<file path="src/rtl/router_stress_pkg.sv">
// Shared definitions for the router stress/soak blocks:
// header field positions, LFSR polynomial, eject FSM states.
package router_stress_pkg;

   localparam int DEST_ROW_MSB = 15;
   localparam int DEST_ROW_LSB = 8;
   localparam int DEST_COL_MSB = 7;
   localparam int DEST_COL_LSB = 0;

   localparam logic [15:0] LFSR_POLY = 16'hB400;

   typedef enum logic {
      ACCEPT = 1'b0,
      HOLD   = 1'b1
   } eject_state_e;

   // Right-shifting Galois step; feedback taps come from LFSR_POLY.
   function automatic logic [15:0] lfsr_next(input logic [15:0] s);
      return (s >> 1) ^ (s[0] ? LFSR_POLY : 16'h0000);
   endfunction

endpackage

</file>
<file path="src/rtl/eject_fifo.sv">
// Synchronous FIFO for ejected flits; head shows zero when empty.
// Ports: clk, rst_n, push/din, pop/dout, full, empty, occ.
module eject_fifo #(
   parameter int WIDTH = 64,
   parameter int DEPTH = 4,
   localparam int AW = (DEPTH > 1) ? $clog2(DEPTH) : 1,
   localparam int OW = $clog2(DEPTH + 1)
) (
   input  logic             clk,
   input  logic             rst_n,
   input  logic             push,
   input  logic [WIDTH-1:0] din,
   input  logic             pop,
   output logic [WIDTH-1:0] dout,
   output logic             full,
   output logic             empty,
   output logic [OW-1:0]    occ
);

   logic [WIDTH-1:0] mem [DEPTH];
   logic [AW-1:0]    wr_ptr;
   logic [AW-1:0]    rd_ptr;
   logic             do_push;
   logic             do_pop;

   assign full    = (occ == OW'(DEPTH));
   assign empty   = (occ == '0);
   assign do_push = push && !full;
   assign do_pop  = pop && !empty;
   assign dout    = empty ? '0 : mem[rd_ptr];

   // Storage needs no reset: dout is masked while empty.
   always_ff @(posedge clk) begin
      if (do_push) begin
         mem[wr_ptr] <= din;
      end
   end

   // DEPTH is a power of two, so pointers wrap naturally.
   always_ff @(posedge clk or negedge rst_n) begin
      if (!rst_n) begin
         wr_ptr <= '0;
         rd_ptr <= '0;
         occ    <= '0;
      end else begin
         if (do_push) begin
            wr_ptr <= wr_ptr + 1'b1;
         end
         if (do_pop) begin
            rd_ptr <= rd_ptr + 1'b1;
         end
         unique case ({do_push, do_pop})
            2'b10:   occ <= occ + 1'b1;
            2'b01:   occ <= occ - 1'b1;
            default: occ <= occ;
         endcase
      end
   end

endmodule

</file>
<file path="src/rtl/router_local_eject_sink.sv">
// Local-port eject sink: accepts flits, checks destination header,
// buffers for drain, imposes LFSR-driven hold backpressure, keeps stats.
// Ports: flit_in/valid_in/ready_out (router side), drain_* (downstream),
// stall_en_i/stall_thresh_i/hold_len_i (stall control), *_o statistics.
module router_local_eject_sink
   import router_stress_pkg::*;
#(
   parameter int          FLIT_W     = 64,
   parameter int          MY_ROW     = 0,
   parameter int          MY_COL     = 0,
   parameter int          FIFO_DEPTH = 4,
   parameter logic [15:0] LFSR_SEED  = 16'hACE1
) (
   input  logic                            clk,
   input  logic                            rst_n,
   input  logic [FLIT_W-1:0]               flit_in,
   input  logic                            valid_in,
   output logic                            ready_out,
   output logic [FLIT_W-1:0]               drain_flit_o,
   output logic                            drain_valid_o,
   input  logic                            drain_ready_i,
   input  logic                            stall_en_i,
   input  logic [7:0]                      stall_thresh_i,
   input  logic [7:0]                      hold_len_i,
   output logic [31:0]                     rx_count_o,
   output logic [15:0]                     misroute_count_o,
   output logic                            misroute_o,
   output logic [15:0]                     max_stall_o,
   output logic [$clog2(FIFO_DEPTH+1)-1:0] fifo_occ_o
);

   eject_state_e state;
   eject_state_e state_nx;
   logic [7:0]   hold_cnt;
   logic [7:0]   hold_cnt_nx;
   logic [15:0]  lfsr;
   logic [15:0]  run_len;
   logic [15:0]  run_inc;
   logic         fifo_full;
   logic         fifo_empty;
   logic         xfer;
   logic         stall_cyc;
   logic         hdr_bad;
   logic         trig;

   eject_fifo #(
      .WIDTH (FLIT_W),
      .DEPTH (FIFO_DEPTH)
   ) u_fifo (
      .clk   (clk),
      .rst_n (rst_n),
      .push  (xfer),
      .din   (flit_in),
      .pop   (drain_ready_i),
      .dout  (drain_flit_o),
      .full  (fifo_full),
      .empty (fifo_empty),
      .occ   (fifo_occ_o)
   );

   // Registered terms only: no path from valid_in or drain_ready_i.
   assign ready_out     = (state == ACCEPT) && !fifo_full;
   assign drain_valid_o = !fifo_empty;
   assign xfer          = valid_in && ready_out;
   assign stall_cyc     = valid_in && !ready_out;

   assign hdr_bad =
      (flit_in[DEST_ROW_MSB:DEST_ROW_LSB] != 8'(MY_ROW)) ||
      (flit_in[DEST_COL_MSB:DEST_COL_LSB] != 8'(MY_COL));

   assign trig = stall_en_i &&
                 (lfsr[7:0] < stall_thresh_i) &&
                 (hold_len_i != 8'd0);

   assign run_inc = (run_len == 16'hFFFF) ? run_len : run_len + 16'd1;

   always_comb begin
      state_nx    = state;
      hold_cnt_nx = hold_cnt;
      unique case (state)
         ACCEPT: begin
            if (trig) begin
               state_nx    = HOLD;
               hold_cnt_nx = hold_len_i;
            end
         end
         HOLD: begin
            // Leaving on count==1 gives exactly hold_len_i low cycles.
            hold_cnt_nx = hold_cnt - 8'd1;
            if (hold_cnt == 8'd1) begin
               state_nx = ACCEPT;
            end
         end
         default: begin
            state_nx    = ACCEPT;
            hold_cnt_nx = '0;
         end
      endcase
   end

   always_ff @(posedge clk or negedge rst_n) begin
      if (!rst_n) begin
         state    <= ACCEPT;
         hold_cnt <= '0;
         lfsr     <= LFSR_SEED;
      end else begin
         state    <= state_nx;
         hold_cnt <= hold_cnt_nx;
         lfsr     <= lfsr_next(lfsr);
      end
   end

   always_ff @(posedge clk or negedge rst_n) begin
      if (!rst_n) begin
         rx_count_o       <= '0;
         misroute_count_o <= '0;
         misroute_o       <= 1'b0;
      end else if (xfer) begin
         rx_count_o <= rx_count_o + 32'd1;
         if (hdr_bad) begin
            misroute_o <= 1'b1;
            if (misroute_count_o != 16'hFFFF) begin
               misroute_count_o <= misroute_count_o + 16'd1;
            end
         end
      end
   end

   always_ff @(posedge clk or negedge rst_n) begin
      if (!rst_n) begin
         run_len     <= '0;
         max_stall_o <= '0;
      end else if (stall_cyc) begin
         run_len <= run_inc;
         if (run_inc > max_stall_o) begin
            max_stall_o <= run_inc;
         end
      end else begin
         run_len <= '0;
      end
   end

endmodule

</file>
<file path="config.mk">
export PLATFORM = sky130hd
export DESIGN_NAME = router_local_eject_sink
export DESIGN_NICKNAME = d
export VERILOG_FILES = /design/src/rtl/router_stress_pkg.sv /design/src/rtl/eject_fifo.sv /design/src/rtl/router_local_eject_sink.sv
export SDC_FILE = /design/constraint.sdc
export NUM_CORES = 1
export LEC_CHECK = 0
export ABC_CLOCK_PERIOD_IN_PS = 5800
export BUFFER_PORTS_ARGS = -buffer_cell sky130_fd_sc_hd__buf_2
export CAP_MARGIN = 5
export CORE_MARGIN = 1.5
export CORE_UTILIZATION = 40
export DETAILED_ROUTE_END_ITERATION = 10
export PLACE_DENSITY = 0.57
export SLEW_MARGIN = 20
export SYNTH_ARGS = -nofsm -noshare
export SYNTH_HDL_FRONTEND = slang
export SYNTH_SLANG_ARGS = --single-unit
</file>
<file path="constraint.sdc">
create_clock -name clk -period 5.8 [get_ports clk]
set_clock_uncertainty 0.1 [all_clocks]
set_input_delay 0.29 -clock clk [delete_from_list [all_inputs] [get_ports clk]]
set_output_delay 0.29 -clock clk [all_outputs]
set_load 0.02 [all_outputs]
</file>
==> flow_metrics.tcl <==
set metrics [dict create \
    final_max_slew_viol_count 0 \
    nets 1354 \
    dr_total_vias 8621 \
    arrival_ns 4.38 \
    routed_wl_um 31900 \
    grt_max_degree 72 \
    worst_slack_ns 1.728 \
    ys_seq_elements 369 \
    cts.htree.levels 2 \
    insertion_delay_ns 0.53 \
    required_ns 6.10 \
    grt_pass1_wl_um 50290 \
    crit_chain "ha_1 > nand2_1 > nor4_1 > nor3_1 > nand3_1 > xnor2_1 > ha_1 > a21oi_1 > nor3_1 > nor3_1 > nand3_1 > o21ai_2 > mux2_2" \
    rrSetupSlack_ns 1.73 \
    clock_path_buffers 3 \
    die_w_um 198.3 \
    gp_congestion 0.7991 \
    avgSynthCellArea_sq_um 16.55 \
    fin_crit_ns 4.072 \
    first_iter_violations 353 \
    seq_area_frac_synth 0.6900 \
    final_util 0.5045 \
    start_util 0.4060 \
    yosys-top-cells-count "edfxtp_1, dfrtp_1, and2_1" \
    wire_per_inst_um 17.95 \
    synth-simple-area-share 0.09342 \
    yosysMostFrequentCell "edfxtp_1" \
    tightest_slew_ns 1.058 \
    synth_compound_area_frac 0.01558 \
    synth-main-ff-cell "edfxtp_1" \
    cts_root_buf "clkbuf_16" \
    clkTransAtPathRegs_ns 0.06 \
    slew-limit-headroom 0.2947 \
    grt-ovfl-total 0 \
    synthMuxAreaShare 0.1142 \
    min_path_type "primary input to flop" \
    cp_slowest_cell "o21ai_2" \
    vdd_drop_max_mv 0.2268 \
    rsz0062_at_grt "false" \
    die_h_um 198.3 \
    synth_xor_area_frac 0.04076 \
    regArea_sq_um 10530 \
    viasPerCell 4.851 \
    crit_family "simple AND/OR/NAND/NOR gates" \
    hold_viol 0 \
    yosys.area.top_type "edfxtp_1" \
    start_kind "flop" \
    io_pins 219 \
    synthCells 922 \
    synth_area_leaders "edfxtp_1, dfrtp_1, mux4_2" \
    drc_errors 0 \
    synth-edff-count 256 \
    multi_input_area_sq_um 4471 \
    path_buf_inv 0 \
    cap_viol_max_count 0 \
    antenna_found_initial 3 \
    clkSinkCount 369 \
    critical_path_class "flop to flop" \
    core_sq_um 37580 \
    leakagePower_nw 7.529 \
    die-area_sq_um 39320 \
    cts_tree "yes" \
    grt_pass1_vias 9028 \
    hpwl_um 19660 \
    netlist_area_sq_um 15250 \
    grt_usage 0.1659 \
    pre_cts_ws_ns 1.707 \
    yosysWarnings 0 \
    drive_gt1_frac 0.3080 \
    setup_viol 0 \
    power.density_nw_per_um2 400.0 \
    cp_common_cell "nor3_1" \
    port_buffers 218 \
    synth_top_family_by_area "multiplexers" \
    synthArstFlopShare 0.3062 \
    fillers 3266 \
    fin_crit_sh 0.7021 \
    cts_made_buffers 41 \
    outcome "finished, final reports clean" \
    rows 71 \
    syn2layout_area_growth_pct 24.27 \
    max_stage_delay_ns 0.82 \
    max_freq_mhz 245.6 \
    synth_fp_nets 1041 \
    yosysTopAreaCellShare 0.5039 \
    synthAdderAreaFrac 0.02838 \
    drt-pass1-iter-count 4 \
    fin_setup_tns_ns 0 \
    synth_cell_types 49 \
    ant_nets 0 \
    end_kind "flop" \
    critPathMaxFanout 16 \
]
## placed cells by master, fill, tap and decap left out, types with 3 or more instances in the layout
master / Yosys / final
a21oi_1: 13 / 13
a31oi_1: 3 / 3
and2_1: 75 / 71
and2_4: 0 / 4
and3_1: 7 / 7
and4_1: 4 / 4
buf_2: 9 / 217
buf_4: 0 / 10
clkbuf_1: 15 / 8
clkbuf_16: 0 / 43
clkinv_1: 0 / 6
clkinv_2: 0 / 6
dfrtp_1: 105 / 103
dfstp_2: 8 / 8
diode_2: 0 / 3
dlygate4sd3_1: 0 / 72
edfxtp_1: 256 / 256
ha_1: 33 / 33
inv_1: 39 / 39
mux2_2: 16 / 16
mux2i_1: 12 / 12
mux4_2: 64 / 64
nand2_1: 42 / 42
nand2b_1: 6 / 6
nand3_1: 28 / 28
nand4_1: 18 / 18
nor2_1: 23 / 23
nor2b_1: 14 / 14
nor3_1: 10 / 10
nor4_1: 11 / 11
o21ai_0: 10 / 10
xnor2_1: 53 / 53
xor2_1: 18 / 18
## kinds of logic after synthesis
logic type / after synthesis
compound gates: 38
buf+inv: 69
flops: 369
fa+ha+maj: 34
xor+xnor: 71
mux: 92
simple gates: 249
## per-stage QoR
step | cell area [sq um] | hold WS, ns | instances | total power, mW
detailed placement | 16950 | 0.2363 | 1631 | 5.192
global placement | 16950 | 0.2385 | 1631 | 5.186
CTS | 18950 | 0.003230 | 1774 | 7.721
finish | 18960 | 0.05942 | 1777 | 7.582
floorplan | 15250 | -0.1056 | 922 | 4.515
global route | 18950 | 0.02137 | 1776 | 7.968
## what timing repair did
action                    CTS  global route
hold endpoints to repair  327             0
gates resized for setup     0             0
hold buffers               72             0
buffers inserted            0             0
## worst register-to-register path, cell delays in order (launching register included)
cell     delay, ns
dfrtp_1       0.40
ha_1          0.22
nand2_1       0.19
nor4_1        0.09
nor3_1        0.47
nand3_1       0.17
xnor2_1       0.26
ha_1          0.30
a21oi_1       0.13
nor3_1        0.06
nor3_1        0.21
nand3_1       0.12
o21ai_2       0.82
mux2_2        0.42
## state kept, by name, summed over array words and instances, names as in the netlist, 3 cells and up
signal,flops
rx_count_o,32
hold_cnt,8
run_len,16
u_fifo.occ,3
max_stall_o,16
u_fifo.mem,256
misroute_count_o,16
lfsr,16
## power by group
group	switching [mW]	internal [mW]	total (mW)
Clock	1.01	1.45	2.46
Sequential	0.284	2.92	3.20
Combinational	0.999	0.922	1.92
## layout make-up
cell class,count,area share
diodes,3,0.0003960
clock buffers,52,0.05907
clock inverters,19,0.008184
inverters,40,0.007920
multi-input cells,484,0.2358
flip-flops and latches,369,0.5556
well taps,511,0.03373
repair buffers,299,0.09927
## path summary, 6_finish.rpt
check                                       end  cells after the start          start
worst max-delay path             max_stall_o[4]                     13     run_len[0]
worst min-delay path                hold_cnt[2]                      3  hold_len_i[2]
worst max register to register   max_stall_o[4]                     13     run_len[0]
worst min register to register          lfsr[7]                      0        lfsr[8]
max in group asynchronous        rx_count_o[16]                      3          rst_n
min in group asynchronous       max_stall_o[14]                      2          rst_n
## metal layers
layer / part of all wire / track usage / wire [um]
met3: 0.061 / 0.04275 / 1937
met5: 0 / 0 / 0
met2: 0.47 / 0.2641 / 14900
met1: 0.45 / 0.2269 / 14500
met4: 0.018 / 0.04213 / 570
No activity file was read; power rests on OpenSTA's default activity.
